===== config.mk =====
export PLATFORM = sky130hd
export DESIGN_NAME = mat_vec_arb
export DESIGN_NICKNAME = d
export VERILOG_FILES = /design/src/rtl/mat_vec_arb.sv
export SDC_FILE = /design/constraint.sdc
export NUM_CORES = 1
export LEC_CHECK = 0
export CORE_MARGIN = 2
export CORE_UTILIZATION = 40
export DETAILED_ROUTE_END_ITERATION = 10
export PLACE_DENSITY_LB_ADDON = 0.25
export SYNTH_ARGS = -nofsm -noshare
export SYNTH_HDL_FRONTEND = slang
export SYNTH_SLANG_ARGS = --single-unit
export TNS_END_PERCENT = 50

===== constraint.sdc =====
create_clock -name i_clk -period 2.5 [get_ports i_clk]
set_clock_uncertainty 0.1 [all_clocks]
set_input_delay 0.375 -clock i_clk [delete_from_list [all_inputs] [get_ports i_clk]]
set_output_delay 0.375 -clock i_clk [all_outputs]
set_load 0.02 [all_outputs]

===== src/rtl/mat_vec_arb.sv =====
// Two-requester round-robin arbiter and result streamer for the shared serial matrix-vector multiplier.
// Define MV_ARB_TIMEOUT_EN to enable the WAIT-state watchdog (limit TIMEOUT_CYCLES).
module mat_vec_arb #(
    parameter int PROC_SIZE      = 64,
    parameter int RES_WORDS      = 20,
    parameter int RES_AW         = $clog2(RES_WORDS),
    parameter int TIMEOUT_CYCLES = 65535
) (
    input  logic                 i_clk,
    input  logic                 i_rst,
    input  logic [1:0]           i_req,
    output logic [1:0]           o_gnt,
    output logic                 o_busy,
    output logic                 o_mv_start,
    input  logic                 i_mv_done,
    output logic                 o_res_en,
    output logic [RES_AW-1:0]    o_res_addr,
    input  logic [PROC_SIZE-1:0] i_res,
    output logic [PROC_SIZE-1:0] o_res_data,
    output logic                 o_res_valid,
    input  logic                 i_res_ready,
    output logic                 o_res_last,
    output logic                 o_res_id,
    output logic [1:0]           o_done,
    output logic                 o_err
);

    typedef enum logic [2:0] {
        ST_IDLE,
        ST_START,
        ST_WAIT,
        ST_READ,
        ST_DRAIN,
        ST_DONE
    } state_t;

    localparam logic [RES_AW-1:0] LAST_ADDR = RES_AW'(RES_WORDS - 1);

    state_t               state;
    logic                 rr_last;
    logic                 rd_inflight;
    logic                 rd_inflight_last;
    logic [1:0]           fifo_cnt;
    logic [PROC_SIZE-1:0] fifo_head;
    logic [PROC_SIZE-1:0] fifo_tail;
    logic                 head_last;
    logic                 tail_last;
    logic                 pop;
    logic                 issue;
    logic                 win;
    logic [1:0]           room_used;

    assign o_res_valid = (fifo_cnt != 2'd0);
    assign o_res_data  = fifo_head;
    assign o_res_last  = o_res_valid && head_last;

    // NOTE: every signal here is assigned on every pass, so no latch can be inferred.
    always_comb begin
        pop       = o_res_valid && i_res_ready;
        // Count the word leaving this cycle as already gone so a full-rate stream never bubbles.
        room_used = fifo_cnt + {1'b0, rd_inflight} - {1'b0, pop};
        issue     = (state == ST_READ) && (room_used < 2'd2);
        win       = i_req[1] && (!i_req[0] || !rr_last);
    end

`ifdef MV_ARB_TIMEOUT_EN
    localparam int TO_W = $clog2(TIMEOUT_CYCLES + 1);
    localparam logic [TO_W-1:0] TO_LAST = TO_W'(TIMEOUT_CYCLES - 1);
    logic [TO_W-1:0] wait_cnt;
`else
    assign o_err = 1'b0;
`endif

    // NOTE: sequential state uses non-blocking assignments so every flop samples pre-edge values.
    always_ff @(posedge i_clk) begin
        if (i_rst) begin
            state            <= ST_IDLE;
            rr_last          <= 1'b1;
            o_gnt            <= 2'b00;
            o_busy           <= 1'b0;
            o_mv_start       <= 1'b0;
            o_res_en         <= 1'b0;
            o_res_addr       <= '0;
            o_res_id         <= 1'b0;
            o_done           <= 2'b00;
            rd_inflight      <= 1'b0;
            rd_inflight_last <= 1'b0;
`ifdef MV_ARB_TIMEOUT_EN
            wait_cnt         <= '0;
            o_err            <= 1'b0;
`endif
        end else begin
            rd_inflight      <= issue;
            rd_inflight_last <= issue && (o_res_addr == LAST_ADDR);
            o_mv_start       <= 1'b0;
            o_done           <= 2'b00;
`ifdef MV_ARB_TIMEOUT_EN
            o_err            <= 1'b0;
`endif
            unique case (state)
                ST_IDLE: begin
                    if (|i_req) begin
                        o_gnt      <= win ? 2'b10 : 2'b01;
                        o_res_id   <= win;
                        o_busy     <= 1'b1;
                        o_mv_start <= 1'b1;
                        o_res_addr <= '0;
                        state      <= ST_START;
                    end
                end
                ST_START: begin
`ifdef MV_ARB_TIMEOUT_EN
                    wait_cnt <= '0;
`endif
                    state <= ST_WAIT;
                end
                ST_WAIT: begin
                    if (i_mv_done) begin
                        o_res_en <= 1'b1;
                        state    <= ST_READ;
                    end
`ifdef MV_ARB_TIMEOUT_EN
                    else if (wait_cnt == TO_LAST) begin
                        o_done <= o_gnt;
                        o_err  <= 1'b1;
                        state  <= ST_DONE;
                    end else begin
                        wait_cnt <= wait_cnt + TO_W'(1);
                    end
`endif
                end
                ST_READ: begin
                    if (issue) begin
                        o_res_addr <= o_res_addr + RES_AW'(1);
                        if (o_res_addr == LAST_ADDR) begin
                            state <= ST_DRAIN;
                        end
                    end
                end
                ST_DRAIN: begin
                    if (rd_inflight_last) begin
                        o_res_en <= 1'b0;
                    end
                    if (pop && o_res_last) begin
                        o_done <= o_gnt;
                        state  <= ST_DONE;
                    end
                end
                ST_DONE: begin
                    rr_last <= o_res_id;
                    o_gnt   <= 2'b00;
                    o_busy  <= 1'b0;
                    state   <= ST_IDLE;
                end
                default: state <= ST_IDLE;
            endcase
        end
    end

    // Two-entry skid buffer; the head register is the streamed word.
    // NOTE: storage is reset too, because o_res_data must read 0 out of reset.
    always_ff @(posedge i_clk) begin
        if (i_rst) begin
            fifo_cnt  <= 2'd0;
            fifo_head <= '0;
            fifo_tail <= '0;
            head_last <= 1'b0;
            tail_last <= 1'b0;
        end else begin
            unique case ({rd_inflight, pop})
                2'b10: begin
                    if (fifo_cnt == 2'd0) begin
                        fifo_head <= i_res;
                        head_last <= rd_inflight_last;
                    end else begin
                        fifo_tail <= i_res;
                        tail_last <= rd_inflight_last;
                    end
                    fifo_cnt <= fifo_cnt + 2'd1;
                end
                2'b01: begin
                    fifo_head <= fifo_tail;
                    head_last <= tail_last;
                    fifo_cnt  <= fifo_cnt - 2'd1;
                end
                2'b11: begin
                    if (fifo_cnt == 2'd1) begin
                        fifo_head <= i_res;
                        head_last <= rd_inflight_last;
                    end else begin
                        fifo_head <= fifo_tail;
                        head_last <= tail_last;
                        fifo_tail <= i_res;
                        tail_last <= rd_inflight_last;
                    end
                end
                default: ;
            endcase
        end
    end

endmodule


# Word level (Yosys, flattened, before mapping)
# Cells that the tools add are included.
# totals
elab_cells	103
ram_bits	0
input_bits	70
memories	0
rom_bits	0
ff_bits	151
output_inout_bits	80
latchBits	0
# op_classes
n_div	0
n_addsub	5
multipliers	0
n_shift	0
magnitude_cmp	1
n_eq_ne	19
n_reduce_logical	28
n_bitwise	3
muxes	31
# ops
op	n
64-bit two-way mux	4
64-bit one-hot mux with 3 select lines	1
64-bit one-hot mux with 2 select lines	1
2-bit != test, second input constant	8
3-bit two-way mux	5
3-bit one-hot mux with 5 select lines	1
2-bit nonzero test	6
5-bit two-way mux	2
5-bit one-hot mux with 2 select lines	1
3-bit AND reduction	3
1-bit two-way mux	8
2-bit one-hot mux with 2 select lines	2
3-bit by 2-bit == test with 1-bit output, second input constant	2
3-bit == test, second input constant	2
1-bit logical AND	6
1-bit one-hot mux with 2 select lines	3
2-bit AND reduction	3
5-bit by 1-bit adder with 5-bit output, second input constant	1
5-bit == test, second input constant	1
5-bit AND reduction	1
2-bit by 1-bit == test with 1-bit output, second input constant	2
2-bit == test, second input constant	2
2-bit two-way mux	2
2-bit OR reduction	2
other kinds (15)	18

# Longest topological paths before layout
# depth
word_depth	7
ltp_mapped	9
depth_no_buf	7

# Worst setup path after synthesis
# Ideal clock, no wire load.
# synth_path
path_kind	register -> register
start	register fifo_cnt[1]
end	register o_res_addr[2]
n_path_buf	1
t_arrival_ns	1.835
synth_period_minus_slack_ns	1.998
slack_ns	0.502
path_stages_with_launch	9
t_required_ns	2.337
path_cell_list	dfxtp_1 -> inv_1 -> ha_1 -> nand2b_1 -> buf_6 -> mux2i_4 -> mux2i_2 -> or4b_1 -> nand3_1
# synth_between
elab_chain_cells	7
# synth_lines
element	line	text
start: declaration	43	logic [1:0] fifo_cnt;
start signal: assignment	179	fifo_cnt <= fifo_cnt + 2'd1;
start signal: assignment	184	fifo_cnt <= fifo_cnt - 2'd1;
parallel branches: the longest is 2 deep, another holds 2-bit by 1-bit adder with 2-bit output	--	
2-bit by 1-bit subtractor with 2-bit output *	61	room_used = fifo_cnt + {1'b0, rd_inflight} - {1'b0, pop};
2-bit < comparator *	62	issue = (state == ST_READ) && (room_used < 2'd2);
1-bit logical AND *	62	
2-bit != test (no source line) *	--	
3-bit AND reduction (no source line) *	--	
end signal: assignment	134	o_res_addr <= o_res_addr + RES_AW'(1);
end: declaration	17	output logic [RES_AW-1:0] o_res_addr,
# Mark *: on every way between the ends.
# A chain may end at the register's enable or synchronous reset.

# Worst setup path in the final report
# layout_path
start	register fifo_cnt[1]
end	register fifo_head[3], in the netlist o_res_data[3]
# layout_between
elab_chain_cells	5
# layout_lines
element	line	text
2-bit nonzero test	53	assign o_res_valid = (fifo_cnt != 2'd0);
1-bit logical AND	59	pop = o_res_valid && i_res_ready;
2-bit == test / 2-bit by 1-bit == test with 1-bit output (equally long branches)	170	unique case ({rd_inflight, pop})
2-bit != test (no source line) / 3-bit nonzero test (equally long branches)	--	
2-bit AND reduction (no source line)	--	
end signal: assignment	173	fifo_head <= i_res;
end signal: assignment	182	fifo_head <= fifo_tail;
end signal: assignment	188	fifo_head <= i_res;
end: declaration	44	logic [PROC_SIZE-1:0] fifo_head;
# Parallel ways exist; a longest one is shown, timed or not.

==> summary.md <==
| Metric | Value |
|---|---|
| Top-count cell post-synth | `dfxtp_1` |
| Synth top area cells | `dfxtp_1 (50%), mux2i_1 (11%), nand2_1 (8.6%)` |
| Worst-path clk slew | `approximately 0.06 ns` |
| DR iter-0 viols | `248` |
| Yosys reg bits | `around 150` |
| Initial antenna violation count | `0` |
| Status | `finished, final reports clean` |
| Crit-path cells | `inv_1 > ha_1 > nand2b_1 > buf_4 > o21ai_4 > buf_12 > nor2_1 > a211oi_1` |
| WL final | `between 10,000 and 15,000 µm` |
| Mapped Cells | `roughly 700` |
| Antenna cells | `0` |
| Post-route minimum period | `roughly 2.2 ns` |
| Die ar. | `roughly 16,000 µm²` |
| Storage element area | `3020 µm²` |
| Endpoints failing hold | `0` |
| Drt pass-1 iters | `7` |
| Distinct cells, synth | `42` |
| Leakage | `between 3 and 4 nW` |
| Fmax | `roughly 450 MHz` |
| I/O Buffers | `roughly 150` |
| Width of the die | `127 µm` |
| Syn-to-layout area delta | `36.2%` |
| Critical path's largest stage delay | `0.41 ns` |
| Final setup TNS | `0 ns` |
| WS Path Type | `reg2reg` |
| Post-Layout Cell Count | `just over 1,000` |
| DP Wirelength | `9700 µm` |
| Power Density | `1070 nW/µm²` |
| # IOs | `150` |
| Pin count of the biggest net entering global routing | `72` |
| Routability Congestion | `between 0.8 and 0.9` |
| PostCTS Resize Cnt | `0` |
| Post-Place Worst Slack | `~0.18 ns` |
| Worst Path Max Fanout | `52` |
| Share of layout cells above drive strength 1 | `approximately 6.3%` |
| Synth Flop Type | `dfxtp_1` |
| Synth area leader | `dfxtp_1` |
| TritonCTS clock tree | `done` |
| # DRC | `0` |
| YS warnings | `0` |
| Die height | `127 µm` |
| Site row count | `between 40 and 50` |
| Area of the multi-input gates | `2800 µm²` |
| Final ANT Viol Nets | `0` |
| Starting density of the core | `between 40% and 50%` |
| Setup violations, final | `0` |
| Sink Count | `~150` |
| Synthesized cell area | `slightly above 6000 µm²` |
| Final Slew Violations | `0` |
| CP Capture Type | `flop` |
| Max Cap Violations | `0` |
| Worst setup SP type | `flop` |
| Hold-fix buffers, CTS | `0` |
| Skew-Pair Late Insertion Delay | `0.42 ns` |
| Async S/R FF share, synth | `0%` |
| Finished Core Util | `55.0%` |
| Worst EP required | `2.72 ns` |
| Drt via density | `5.11` |
| H-tree Lvls | `4` |
| Max VDD drop | `between 0.0004 and 0.0005 V` |
| Total power | `a little under 9 mW` |
| Max Buffers Root-to-Sink | `2` |
| Via count | `around 5,200` |
| Postcts setup bufs | `0` |
| First-pass GRT wire length | `~24,000 µm` |
| Synth Area per Inst | `8.70 µm²` |
| Root Buffer Master | `clkbuf_16` |
| TritonCTS Buffers | `17` |
| Relative slew slack | `52.2%` |
| RSZ-0062 raised after global routing | `false` |
| Final WS setup | `~0.28 ns` |
| Worst hold path type | `reg2reg` |
| Period utilization | `between 80% and 90%` |
| DR WL/cell | `~14 µm` |
| Post-Place Cells | `about 990` |
| Number of enable flip-flop cells after synthesis | `0` |
| Vias in the first global route | `4,919` |
| WP data arrival | `approximately 2.4 ns` |
| Gr ovfl total | `0` |
| Post-Syn Nets | `roughly 770` |
| Slew @ Worst Pin | `0.717 ns` |
| Seq/Total Area, Yosys | `between 40 and 50%` |
| GRT Util Overall | `a little under a fifth` |
| Slowest library cell on the worst path | `dfxtp_1` |
| Commonest cells post-synth | `dfxtp_1 (151), nand2_1 (139), nor2_1 (75)` |
| Fill cell count | `between 1,000 and 1,500` |
| Core Area | `~15,000 µm²` |
| Layout net count | `between 800 and 900` |
| Top cell type's share of synthesized area | `49.8%` |
## routing by layer
layer / share of wire, % / global-route usage, %
met1: 44 / 21.5
met2: 50 / 32.1
met3: 3.9 / 4.36
met4: 2.4 / 8.21
met5: 0 / 0
## flip-flops by register name, indices dropped and copies added (netlist names), 2 cells and up
name and cells:
o_res_data 64, fifo_tail 64, o_res_addr 5, o_gnt 2
state 3, o_done 2, fifo_cnt 2
## critical path, delay by kind of cell, from the launching register on
| kind | cells | cell delay [ns] |
|---|---|---|
| compound gates | 2 | 0.44 |
| fa+ha+maj | 1 | 0.23 |
| buf+inv | 3 | 0.59 |
| flops | 1 | 0.41 |
| simple gates | 2 | 0.32 |
## where the power goes
| group | total, mW | switching, mW | internal, mW |
|---|---|---|---|
| logic | 3.27 | 1.76 | 1.52 |
| registers | 3.14 | 0.273 | 2.87 |
| clock network | 2.40 | 1.03 | 1.37 |
| total | 8.82 | 3.06 | 5.76 |
## area by class of cell
cell class                      instances  share of cell area, %
Multi-Input combinational cell        482                   33.8
Timing Repair Buffer                  159                   19.7
Inverter                                8                  0.363
Clock buffer                           18                   5.19
Sequential cell                       151                   36.5
Tap cell                              188                   2.84
Clock inverter                         14                   1.56
## worst paths after layout
path,startpoint,to,slack (ns),cells past startpoint
setup / recovery,fifo_cnt[1],o_res_data[3],0.28,8
hold reg to reg,fifo_tail[19],fifo_tail[19],0.35,2
setup reg to reg,fifo_cnt[1],o_res_data[3],0.28,8
hold / removal,fifo_tail[19],fifo_tail[19],0.35,2
## layout by cell type (no fill, tap or decap), types with 2 or more instances in the layout
cell and count:
inv_6 2, nor3_1 7, dfxtp_1 151, clkdlybuf4s50_1 145, nand2_1 139, nand3b_1 3, nand3_1 10, mux2i_1 65
a31oi_1 2, and2_1 3, clkbuf_16 17, xnor2_1 3, clkinvlp_4 3, or3_1 5, or2_2 2, dlymetal6s2s_1 2
inv_1 8, ha_1 3, clkinv_4 5, nor2_1 75, nand2b_1 3, buf_4 7, o21ai_0 3, clkinv_2 3
a21oi_1 71, a211o_1 2, a211oi_1 65, buf_12 5, o311ai_0 2
## cell families (layout without fill, tap and decap cells)
logic type / count (synthesis) / in the layout / share of synthesized area, %
AO/OA/AOI/OAI: 152 / 152 / 15.7
XOR/XNOR: 3 / 3 / 0.433
adder cells (fa/ha/maj): 3 / 3 / 0.618
buffers and inverters: 65 / 199 / 4.59
flip-flops: 151 / 151 / 49.8
multiplexers: 67 / 67 / 11.3
other: 1 / 1 / 0.0617
AND/OR/NAND/NOR: 256 / 256 / 17.5
## per-stage QoR
step / hold slack (ns) / area [µm²]
finish: 0.351 / 8270
global route: 0.372 / 8270
CTS: 0.354 / 8270
detailed placement: 0.346 / 7710
global placement: 0.341 / 7710
floorplan: 0.335 / 6070
(Power assumes the default switching activity.)
